--- src/rtl/nbody_sim_core_if.sv ---
`default_nettype none
// ============================================================================
// Module   : nbody_sim_core_if
// Brief    : Frame-control and pixel-query bundle between the video top level
//            and the N-body sprite core.
// Revision : 1.0 - initial release
// ============================================================================
interface nbody_sim_core_if;
    logic       frame_tick;
    logic       pause;
    logic       video_active;
    logic [8:0] pix_x320;
    logic [7:0] pix_y240;
    logic [5:0] rgb;
    logic [2:0] hit_id;
    logic       busy;

    modport master (
        output frame_tick, pause, video_active, pix_x320, pix_y240,
        input  rgb, hit_id, busy
    );

    modport slave (
        input  frame_tick, pause, video_active, pix_x320, pix_y240,
        output rgb, hit_id, busy
    );
endinterface
`default_nettype wire

--- src/rtl/nbody_sim_core.sv ---
`default_nettype none
// ============================================================================
// Module   : nbody_sim_core
// Brief    : N-body sprite simulator; one body pair per clock of force
//            evaluation, then one body per clock of integration.
// Revision : 1.0 - initial release
// ============================================================================
module nbody_sim_core #(
    parameter int N_BODIES = 3,
    parameter int RAD      = 8,
    parameter int VW       = 6,
    parameter int BOUNCE   = 0,
    parameter int NEAR_TH  = 20,
    parameter int FAR_TH   = 120
) (
    input wire              clk,
    input wire              rst_n,
    nbody_sim_core_if.slave bus
);

    localparam int IW = $clog2(N_BODIES);
    localparam int SW = ((VW > 5) ? VW : 5) + 1;
    localparam int PW = VW + 10;
    localparam int VMAX = 2 ** (VW - 1) - 1;
    localparam logic signed [SW-1:0] C_VMAX = SW'(VMAX);
    localparam logic signed [SW-1:0] C_VMIN = -C_VMAX;
    localparam logic [IW-1:0] C_LAST   = IW'(N_BODIES - 1);
    localparam logic [IW-1:0] C_LAST_I = IW'(N_BODIES - 2);
    localparam logic [2:0]    C_NO_HIT = 3'd7;

    typedef enum logic [1:0] {
        S_IDLE  = 2'd0,
        S_PAIR  = 2'd1,
        S_INTEG = 2'd2
    } state_t;

    state_t r_state;
    state_t w_state_nxt;
    logic   w_start;
    logic   w_pair_last;

    logic [8:0]           r_x  [N_BODIES];
    logic [7:0]           r_y  [N_BODIES];
    logic signed [VW-1:0] r_vx [N_BODIES];
    logic signed [VW-1:0] r_vy [N_BODIES];
    logic signed [4:0]    r_ax [N_BODIES];
    logic signed [4:0]    r_ay [N_BODIES];
    logic [IW-1:0]        r_i, r_j, r_k;

    function automatic logic signed [VW-1:0] sat_v(input logic signed [SW-1:0] s);
        if (s > C_VMAX) return C_VMAX[VW-1:0];
        if (s < C_VMIN) return C_VMIN[VW-1:0];
        return s[VW-1:0];
    endfunction

    // ---------------- control ----------------
    assign w_pair_last = (r_i == C_LAST_I) && (r_j == C_LAST);

    always_ff @(posedge clk or negedge rst_n) begin
        if (!rst_n) r_state <= S_IDLE;
        else        r_state <= w_state_nxt;
    end

    always_comb begin
        w_state_nxt = r_state;
        w_start     = 1'b0;
        case (r_state)
            S_IDLE: begin
                if (bus.frame_tick && !bus.pause) begin
                    w_state_nxt = S_PAIR;
                    w_start     = 1'b1;
                end
            end
            S_PAIR:  if (w_pair_last) w_state_nxt = S_INTEG;
            S_INTEG: if (r_k == C_LAST) w_state_nxt = S_IDLE;
            default: w_state_nxt = S_IDLE;
        endcase
    end

    // ---------------- pair force ----------------
    logic signed [9:0] w_dx;
    logic signed [8:0] w_dy;
    logic [9:0]        w_adx, w_dist;
    logic [8:0]        w_ady;
    logic [1:0]        w_mag;
    logic signed [4:0] w_m5, w_fx, w_fy;

    assign w_dx   = $signed({1'b0, r_x[r_j]}) - $signed({1'b0, r_x[r_i]});
    assign w_dy   = $signed({1'b0, r_y[r_j]}) - $signed({1'b0, r_y[r_i]});
    assign w_adx  = (w_dx < 0) ? 10'(-w_dx) : 10'(w_dx);
    assign w_ady  = (w_dy < 0) ? 9'(-w_dy) : 9'(w_dy);
    assign w_dist = w_adx + 10'(w_ady);
    assign w_mag  = (w_dist < 10'(NEAR_TH)) ? 2'd2 :
                    (w_dist < 10'(FAR_TH))  ? 2'd1 : 2'd0;
    assign w_m5   = $signed({3'b000, w_mag});
    assign w_fx   = (w_dx < 0) ? -w_m5 : w_m5;
    assign w_fy   = (w_dy < 0) ? -w_m5 : w_m5;

    // ---------------- integration of body r_k ----------------
    logic signed [SW-1:0] w_vx_sum, w_vy_sum;
    logic signed [VW-1:0] w_vx_sat, w_vy_sat, w_vx_new, w_vy_new;
    logic signed [PW-1:0] w_px_raw, w_py_raw;
    logic [8:0]           w_x_new;
    logic [7:0]           w_y_new;

    assign w_vx_sum = SW'(r_vx[r_k]) + SW'(r_ax[r_k]);
    assign w_vy_sum = SW'(r_vy[r_k]) + SW'(r_ay[r_k]);
    assign w_vx_sat = sat_v(w_vx_sum);
    assign w_vy_sat = sat_v(w_vy_sum);
    // Semi-implicit Euler: position advances with the freshly saturated velocity.
    assign w_px_raw = PW'($signed({1'b0, r_x[r_k]})) + PW'(w_vx_sat);
    assign w_py_raw = PW'($signed({1'b0, r_y[r_k]})) + PW'(w_vy_sat);

    always_comb begin
        w_x_new  = w_px_raw[8:0];
        w_vx_new = w_vx_sat;
        if (w_px_raw < 0) begin
            if (BOUNCE != 0) begin
                w_x_new  = 9'd0;
                w_vx_new = -w_vx_sat;
            end else begin
                w_x_new = 9'(w_px_raw + PW'(320));
            end
        end else if (w_px_raw > PW'(319)) begin
            if (BOUNCE != 0) begin
                w_x_new  = 9'd319;
                w_vx_new = -w_vx_sat;
            end else begin
                w_x_new = 9'(w_px_raw - PW'(320));
            end
        end
    end

    always_comb begin
        w_y_new  = w_py_raw[7:0];
        w_vy_new = w_vy_sat;
        if (w_py_raw < 0) begin
            if (BOUNCE != 0) begin
                w_y_new  = 8'd0;
                w_vy_new = -w_vy_sat;
            end else begin
                w_y_new = 8'(w_py_raw + PW'(240));
            end
        end else if (w_py_raw > PW'(239)) begin
            if (BOUNCE != 0) begin
                w_y_new  = 8'd239;
                w_vy_new = -w_vy_sat;
            end else begin
                w_y_new = 8'(w_py_raw - PW'(240));
            end
        end
    end

    // ---------------- state registers ----------------
    always_ff @(posedge clk or negedge rst_n) begin
        if (!rst_n) begin
            r_i <= '0;
            r_j <= IW'(1);
            r_k <= '0;
            for (int b = 0; b < N_BODIES; b++) begin
                r_x[b]  <= 9'(24 + 48 * b);
                r_y[b]  <= 8'(20 + 36 * b);
                r_vx[b] <= '0;
                r_vy[b] <= '0;
                r_ax[b] <= '0;
                r_ay[b] <= '0;
            end
        end else begin
            case (r_state)
                S_IDLE: begin
                    if (w_start) begin
                        r_i <= '0;
                        r_j <= IW'(1);
                        for (int b = 0; b < N_BODIES; b++) begin
                            r_ax[b] <= '0;
                            r_ay[b] <= '0;
                        end
                    end
                end
                S_PAIR: begin
                    for (int b = 0; b < N_BODIES; b++) begin
                        if (IW'(b) == r_i) begin
                            r_ax[b] <= r_ax[b] + w_fx;
                            r_ay[b] <= r_ay[b] + w_fy;
                        end else if (IW'(b) == r_j) begin
                            r_ax[b] <= r_ax[b] - w_fx;
                            r_ay[b] <= r_ay[b] - w_fy;
                        end
                    end
                    if (r_j == C_LAST) begin
                        r_i <= r_i + IW'(1);
                        r_j <= r_i + IW'(2);
                    end else begin
                        r_j <= r_j + IW'(1);
                    end
                    if (w_pair_last) r_k <= '0;
                end
                S_INTEG: begin
                    for (int b = 0; b < N_BODIES; b++) begin
                        if (IW'(b) == r_k) begin
                            r_x[b]  <= w_x_new;
                            r_y[b]  <= w_y_new;
                            r_vx[b] <= w_vx_new;
                            r_vy[b] <= w_vy_new;
                        end
                    end
                    r_k <= r_k + IW'(1);
                end
                default: ;
            endcase
        end
    end

    // ---------------- sprite drawing ----------------
    logic [N_BODIES-1:0] w_hit;
    logic [2:0]          w_hit_id;
    logic [5:0]          w_color;

    generate
        for (genvar b = 0; b < N_BODIES; b++) begin : g_hit
            logic signed [9:0] w_hx;
            logic signed [8:0] w_hy;
            assign w_hx = $signed({1'b0, bus.pix_x320}) - $signed({1'b0, r_x[b]});
            assign w_hy = $signed({1'b0, bus.pix_y240}) - $signed({1'b0, r_y[b]});
            assign w_hit[b] = (w_hx >= -10'(RAD)) && (w_hx <= 10'(RAD)) &&
                              (w_hy >= -9'(RAD))  && (w_hy <= 9'(RAD));
        end
    endgenerate

    always_comb begin
        w_hit_id = C_NO_HIT;
        for (int b = N_BODIES - 1; b >= 0; b--) begin
            if (w_hit[b]) w_hit_id = 3'(b);
        end
    end

    always_comb begin
        case (w_hit_id)
            3'd0:    w_color = 6'b111001;
            3'd1:    w_color = 6'b101110;
            3'd2:    w_color = 6'b010111;
            3'd3:    w_color = 6'b111111;
            3'd4:    w_color = 6'b110011;
            3'd5:    w_color = 6'b001111;
            default: w_color = 6'b000000;
        endcase
    end

    assign bus.rgb    = bus.video_active ? w_color : 6'd0;
    assign bus.hit_id = w_hit_id;
    assign bus.busy   = (r_state != S_IDLE);

endmodule
`default_nettype wire

--- src/flat_wrapper.sv ---
// flat-port wrapper written by rule: the top's interface ports become plain ports
module nbody_sim_core_flat 
#(
    parameter int N_BODIES = 3,
    parameter int RAD      = 8,
    parameter int VW       = 6,
    parameter int BOUNCE   = 0,
    parameter int NEAR_TH  = 20,
    parameter int FAR_TH   = 120
)
  (clk, rst_n, bus_frame_tick, bus_pause, bus_video_active, bus_pix_x320, bus_pix_y240, bus_rgb, bus_hit_id, bus_busy);
  nbody_sim_core_if bus_i ();
  input wire clk;
  input wire rst_n;
  input wire logic [$bits(bus_i.frame_tick)-1:0] bus_frame_tick;
  input wire logic [$bits(bus_i.pause)-1:0] bus_pause;
  input wire logic [$bits(bus_i.video_active)-1:0] bus_video_active;
  input wire logic [$bits(bus_i.pix_x320)-1:0] bus_pix_x320;
  input wire logic [$bits(bus_i.pix_y240)-1:0] bus_pix_y240;
  output wire logic [$bits(bus_i.rgb)-1:0] bus_rgb;
  output wire logic [$bits(bus_i.hit_id)-1:0] bus_hit_id;
  output wire logic [$bits(bus_i.busy)-1:0] bus_busy;
  assign bus_i.frame_tick = bus_frame_tick;
  assign bus_i.pause = bus_pause;
  assign bus_i.video_active = bus_video_active;
  assign bus_i.pix_x320 = bus_pix_x320;
  assign bus_i.pix_y240 = bus_pix_y240;
  assign bus_rgb = bus_i.rgb;
  assign bus_hit_id = bus_i.hit_id;
  assign bus_busy = bus_i.busy;
  nbody_sim_core #(.N_BODIES(N_BODIES), .RAD(RAD), .VW(VW), .BOUNCE(BOUNCE), .NEAR_TH(NEAR_TH), .FAR_TH(FAR_TH)) u_core (.clk(clk), .rst_n(rst_n), .bus(bus_i));
endmodule
--- config.mk ---
export PLATFORM = sky130hd
export DESIGN_NAME = nbody_sim_core_flat
export DESIGN_NICKNAME = d
export VERILOG_FILES = /design/src/rtl/nbody_sim_core_if.sv /design/src/rtl/nbody_sim_core.sv /design/src/flat_wrapper.sv
export SDC_FILE = /design/constraint.sdc
export NUM_CORES = 1
export LEC_CHECK = 0
export ABC_AREA = 0
export CORE_AREA = 2 2 180 182
export CTS_CLUSTER_SIZE = 40
export DETAILED_ROUTE_END_ITERATION = 10
export DIE_AREA = 0 0 182 184
export PLACE_DENSITY_LB_ADDON = 0.2
export SYNTH_ARGS = -nofsm -noshare
export SYNTH_HDL_FRONTEND = slang
export SYNTH_SLANG_ARGS = --single-unit
--- constraint.sdc ---
create_clock -name clk -period 8.65 [get_ports clk]
set_input_delay 0.865 -clock clk [delete_from_list [all_inputs] [get_ports clk]]
set_output_delay 0.865 -clock clk [all_outputs]
set_load 0.01 [all_outputs]
==> results.yml, run 1 <==
status:
  outcome: "finished, final reports clean"
cells_and_area:
  drive_above_1_share_pct: 7.12
  final_cell_area_um2: 14700
  nFillCells: 3044
  stdcell_count: 2073
  area_growth_pct: 10.0
  insertedDiodeCount: 0
  layout_common_cells: "214 x nand2_1, 195 x o21ai_0, 148 x ha_1, 128 x inv_1, 106 x dfrtp_1"
  fin_nets: 1846
  layout_commonest_cell: "nand2_1"
place:
  dp.cells: 2041
  placed_area_um2: 14100
  dp_hpwl_mm: 28.1
  place_congestion: 0.911
  dp_slack_ns: 1.14
  portBuffers: 31
global_route:
  grt_overflow: 0
  grt_max_degree: 69
  grt_usage_pct: 22.6
  antenna_found_initial: 0
  grt_pass1_vias: 11500
  grt_pass1_wl_mm: 60.3
drt:
  wl_mm: 36.7
  drt-initial-drc-count: 705
  vias: 11800
  dr.pass1.iters: 5
  drcViolationCount: 0
  antenna_left: 0
  wl_per_cell_um: 17.7
  via_per_inst: 5.68
floorplan:
  core_um2: 31400
  ioPinCount: 32
  die_x_um: 182
  initial_core_util_pct: 42.5
  die_h_um: 184
  row_count: 65
  die_area_um2: 33500
setup_path:
  worstSetupPathType: "reg2reg"
  cp_max_fo: 12
  cpMaxStageDelayCell: "nor2b_1"
  crit_arrival_ns: 7.99
  max_stage_delay_ns: 0.54
  cp_common_cell: "ha_1"
  startpoint_type: "flip-flop"
  required_ns: 8.96
  worst_setup_path_end_kind: "flip-flop"
synth:
  synth_seq_cells: 125
  synthSimpleGateAreaFrac_pct: 17.5
  yosysSeqAreaShare_pct: 23.6
  synth_compound_area_share_pct: 22.5
  yosys.area_share.adder_pct: 17.0
  synth_top_area_share_pct: 20.1
  syn_inst: 1645
  synth_fp_nets: 1833
  yosys.cell_types.count: 82
  synth_flop_cell: "dfrtp_1"
  synth_area_um2: 13300
  ys_async_sr_fraction_pct: 100
  synth_edf_count: 0
  yosys-mux-area-fraction_pct: 7.91
  synthXorXnorAreaFrac_pct: 6.23
  synthTopCellsByArea: "dfrtp_1 20%, ha_1 14%, o21ai_0 7.4%"
  synth_top_area_cell: "dfrtp_1"
  syn_avg_cell_area_um2: 8.10
  synth_top_family_by_area: "compound AO/OA/AOI/OAI gates"
  yosys_warnings: 0
clock_network:
  cts_hold_buf: 0
  htree_levels: 4
  cts_made_buffers: 17
  clock-sinks: 125
  path_clk_slew_ns: 0.07
  cts_tree: "yes"
  clk_root_buffer_cell: "clkbuf_16"
  clockBufferDepth: 2
  clk_latency_ns: 0.44
  cts_setup_buffers: 0
  cts_resized: 0
sta:
  finalCriticalPeriod_ns: 7.68
  relSlewSlack_pct: 29.0
  setup_viol_count_final: 0
  worst_slew_pin_slew_ns: 1.06
  setup_slack_ns: 0.968
  rsz0062_at_grt: "false"
  hold_violations: 0
  drv_slew: 0
  finalClockSkew_ns: 0.0107
  setup_tns_ns: 0
  fmax_mhz: 130
  fin_crit_sh_pct: 88.8
min_path:
  hp-class: "reg2reg"
run:
  cap_violations: 0
-- flip-flops by register name (all words and copies together), names as in the netlist --
name and count:
u_core.r_ax 15, u_core.r_ay 15, u_core.r_i 2, u_core.r_j 2
u_core.r_k 2, u_core.r_state 2, u_core.r_vx 18, u_core.r_vy 18
u_core.r_x 27, u_core.r_y 24
-- worst max-delay path, delay by kind of cell (launching register included) --
family	cells	cell delay [ns]
adder cells (fa/ha/maj)	5	1.47
buffers and inverters	4	0.61
multiplexers	1	0.18
XOR/XNOR	2	0.59
AO/OA/AOI/OAI	10	2.33
AND/OR/NAND/NOR	10	1.92
flip-flops	1	0.46
-- synth_stat cells (all sizes together) (6+ instances only) --
| master | count |
|---|---|
| mux2 | 19 |
| a22o | 10 |
| nand2b | 14 |
| nor2 | 106 |
| a31oi | 9 |
| clkbuf | 49 |
| and2 | 9 |
| nand3 | 24 |
| o211ai | 15 |
| fa | 18 |
| o22ai | 6 |
| o21a | 32 |
| o31a | 9 |
| nand4 | 6 |
| o21ai | 201 |
| nor2b | 42 |
| or4 | 7 |
| nor4 | 7 |
| dfrtp | 107 |
| a21oi | 87 |
| and3 | 7 |
| mux2i | 84 |
| xnor2 | 48 |
| o31ai | 10 |
| a211oi | 9 |
| dfstp | 18 |
| nand2 | 214 |
| xor2 | 43 |
| nor3b | 13 |
| a21o | 27 |
| nor3 | 26 |
| or2 | 8 |
| ha | 148 |
| inv | 128 |
-- path summary, 6_finish.rpt --
check	from	slack, ns	to	cells past startpoint
setup / recovery	u_core.r_j[0]	0.97	u_core.r_ay[14]	32
hold / removal	u_core.r_vy[0]	0.48	u_core.r_vy[0]	2
setup reg to reg	u_core.r_j[0]	0.97	u_core.r_ay[14]	32
hold reg to reg	u_core.r_vy[0]	0.48	u_core.r_vy[0]	2
max in group asynchronous	rst_n	6.74	u_core.r_x[25]	2
min in group asynchronous	rst_n	0.51	u_core.r_vy[15]	1
-- stage by stage --
step	utilization, %	hold WS (ns)
3_3_place_gp	44.8	0.460
6_report	46.7	0.478
2_1_floorplan	-	0.449
3_5_place_dp	44.8	0.470
4_1_cts	46.7	0.484
5_1_grt	46.7	0.506
-- per-layer routing --
layer  up-vias  routed length [µm]  track usage (%)
met5         -                   0                0
met4         0                 588             5.84
met3        50                1540             3.65
met1      5620               17600             30.5
li1       5856                   -                -
met2       244               17000             37.6
-- kinds of logic (layout without fill, tap and decap cells) --
kind of cell	count (synthesis)	count (layout)
xor gates and xnor gates	91	91
buffers and inverters	183	209
muxes	103	103
DFF	125	125
AOI/OAI and AO/OA	473	473
and+or+nand+nor	499	499
adders and majority gates	171	171
-- cell type report --
| class | instances | area, µm² | area share (%) |
|---|---|---|---|
| multi-input combinational | 1337 | 9480 | 64.7 |
| clock inverter | 15 | 176 | 1.20 |
| sequential | 125 | 3150 | 21.5 |
| tap | 402 | 503 | 3.43 |
| clock buffer | 17 | 425 | 2.90 |
| timing repair buffer | 48 | 435 | 2.97 |
| inverter | 129 | 484 | 3.30 |
Power of run 1 is left out: the tool's default activity adds up to more than one toggle a clock period on the data nets, which glitch-free logic cannot reach.
==> run 2, diff against run 1 <==
--- a/config.mk
+++ b/config.mk
@@ -6,10 +6,11 @@
 export NUM_CORES = 1
 export LEC_CHECK = 0
 export ABC_AREA = 0
-export CORE_AREA = 2 2 180 182
+export CORE_AREA = 2 2 252 130
+export CTS_BUF_LIST = sky130_fd_sc_hd__clkbuf_16
 export CTS_CLUSTER_SIZE = 40
 export DETAILED_ROUTE_END_ITERATION = 10
-export DIE_AREA = 0 0 182 184
+export DIE_AREA = 0 0 254 132
 export PLACE_DENSITY_LB_ADDON = 0.2
 export SYNTH_ARGS = -nofsm -noshare
 export SYNTH_HDL_FRONTEND = slang
==> run 2 against run 1 <==
  * Via count increased by 2.8%
  * Critical path depth is 3 higher
  * Critical path type unchanged
  * Sequential share of layout area is essentially flat
  * Non-clock buffer count rose by 4
  * Largest cell class unchanged
==> results.yml, run 2 (synthesis gave the netlist of run 1 again) <==
status:
  outcome: "finished, final reports clean"
clock_network:
  clockBufferDepth: 2
  cts_resized: 0
  clock-sinks: 125
  cts_setup_buffers: 0
  clk_latency_ns: 0.45
  cts_made_buffers: 17
  cts_hold_buf: 0
  cts_tree: "yes"
  clk_root_buffer_cell: "clkbuf_16"
  htree_levels: 4
  path_clk_slew_ns: 0.06
drt:
  wl_mm: 39.6
  antenna_left: 0
  dr.pass1.iters: 5
  drcViolationCount: 0
  via_per_inst: 5.74
  vias: 12100
  drt-initial-drc-count: 1244
  wl_per_cell_um: 18.8
sta:
  finalCriticalPeriod_ns: 7.91
  fin_crit_sh_pct: 91.4
  setup_tns_ns: 0
  hold_violations: 0
  worst_slew_pin_slew_ns: 1.02
  fmax_mhz: 126
  setup_viol_count_final: 0
  drv_slew: 0
  relSlewSlack_pct: 31.8
  finalClockSkew_ns: 0.0110
  rsz0062_at_grt: "false"
setup_path:
  cp_max_fo: 11
  cpMaxStageDelayCell: "dfstp_2"
  crit_cells: 35
  crit_arrival_ns: 8.23
  worstRegToRegCells: 35
  required_ns: 8.98
  worstSetupPathType: "reg2reg"
  critPathTopFamily: "compound AO/OA/AOI/OAI gates"
  critPathBufInv: 5
  worst_setup_path_end_kind: "flip-flop"
  max_stage_delay_ns: 0.70
  startpoint_type: "flip-flop"
  cp_common_cell: "ha_1"
min_path:
  whs_path_depth: 2
  hp-class: "reg2reg"
global_route:
  antenna_found_initial: 0
  grt_pass1_vias: 11000
  grt_pass1_wl_mm: 63.1
  grt_max_degree: 66
  grt_overflow: 0
  grt_usage_pct: 24.1
cells_and_area:
  drive_above_1_share_pct: 7.10
  top_register: "u_core.r_x"
  top_regs: "u_core.r_x (27), u_core.r_y (24)"
  multi_input_area_um2: 9490
  seq_area_um2: 3150
  layout_common_cells: "214 x nand2_1, 195 x o21ai_0, 148 x ha_1, 131 x inv_1, 106 x dfrtp_1"
  nFillCells: 3054
  fin_nets: 1850
  insertedDiodeCount: 0
  area_growth_pct: 10.0
  largest_reg_flops: 27
  layout_commonest_cell: "nand2_1"
run:
  cap_violations: 0
place:
  dp_hpwl_mm: 31.0
  portBuffers: 31
  place_congestion: 0.911
floorplan:
  core_um2: 31200
  die_h_um: 132
  row_count: 46
  die_x_um: 254
  initial_core_util_pct: 42.7
  die_area_um2: 33500
  ioPinCount: 32
## run 2: cell types whose count changed in the layout (fill, tap and decap cells not counted), sizes merged
cell and delta:
bufinv -1, clkinv +5, inv -4, buf +4
## run 2: routing by layer
layer	part of all wire (%)	GRT usage, %	up-vias	wire length, µm
li1	-	-	5864	-
met3	9.0	6.63	21	3580
met4	0.77	4.41	0	304
met2	35	28.6	423	13800
met5	0	0	-	0
met1	55	40.8	5786	22000
## run 2: path summary, 6_finish.rpt
| path | start | endpoint | slack (ns) |
|---|---|---|---|
| setup / recovery | u_core.r_j[0] | u_core.r_ay[14] | 0.74 |
| hold / removal | u_core.r_vy[1] | u_core.r_vy[1] | 0.48 |
| setup reg to reg | u_core.r_j[0] | u_core.r_ay[14] | 0.74 |
| hold reg to reg | u_core.r_vy[1] | u_core.r_vy[1] | 0.48 |
| max in group asynchronous | rst_n | u_core.r_x[10] | 6.70 |
| min in group asynchronous | rst_n | u_core.r_x[7] | 0.53 |
## run 2: through the flow
stage	instances	hold slack (ns)	instance area [µm²]	setup slack [ns]	utilization, %
2_1_floorplan	1645	0.449	13300	1.37	-
3_3_place_gp	2075	0.462	14100	1.00	45.3
3_5_place_dp	2075	0.470	14100	0.930	45.3
4_1_cts	2107	0.485	14700	0.873	47.0
5_1_grt	2107	0.504	14700	0.0716	47.0
6_report	2107	0.479	14700	0.744	47.0
## run 2: final cells by class
cell class                      instances  share of cell area [%]
Timing Repair Buffer                   52                    3.17
Tap cell                              432                    3.69
Inverter                              129                    3.30
Clock inverter                         15                   0.751
Clock buffer                           17                    2.90
Sequential cell                       125                    21.5
Multi-Input combinational cell       1337                    64.7
## run 2: tightest hold or removal path: cells and delay by family (launching register included)
kind / cells / cell delay (ns)
AOI/OAI and AO/OA: 1 / 0.06
DFF: 1 / 0.34
and+or+nand+nor: 1 / 0.04
Power of run 2 is left out for the same reason.
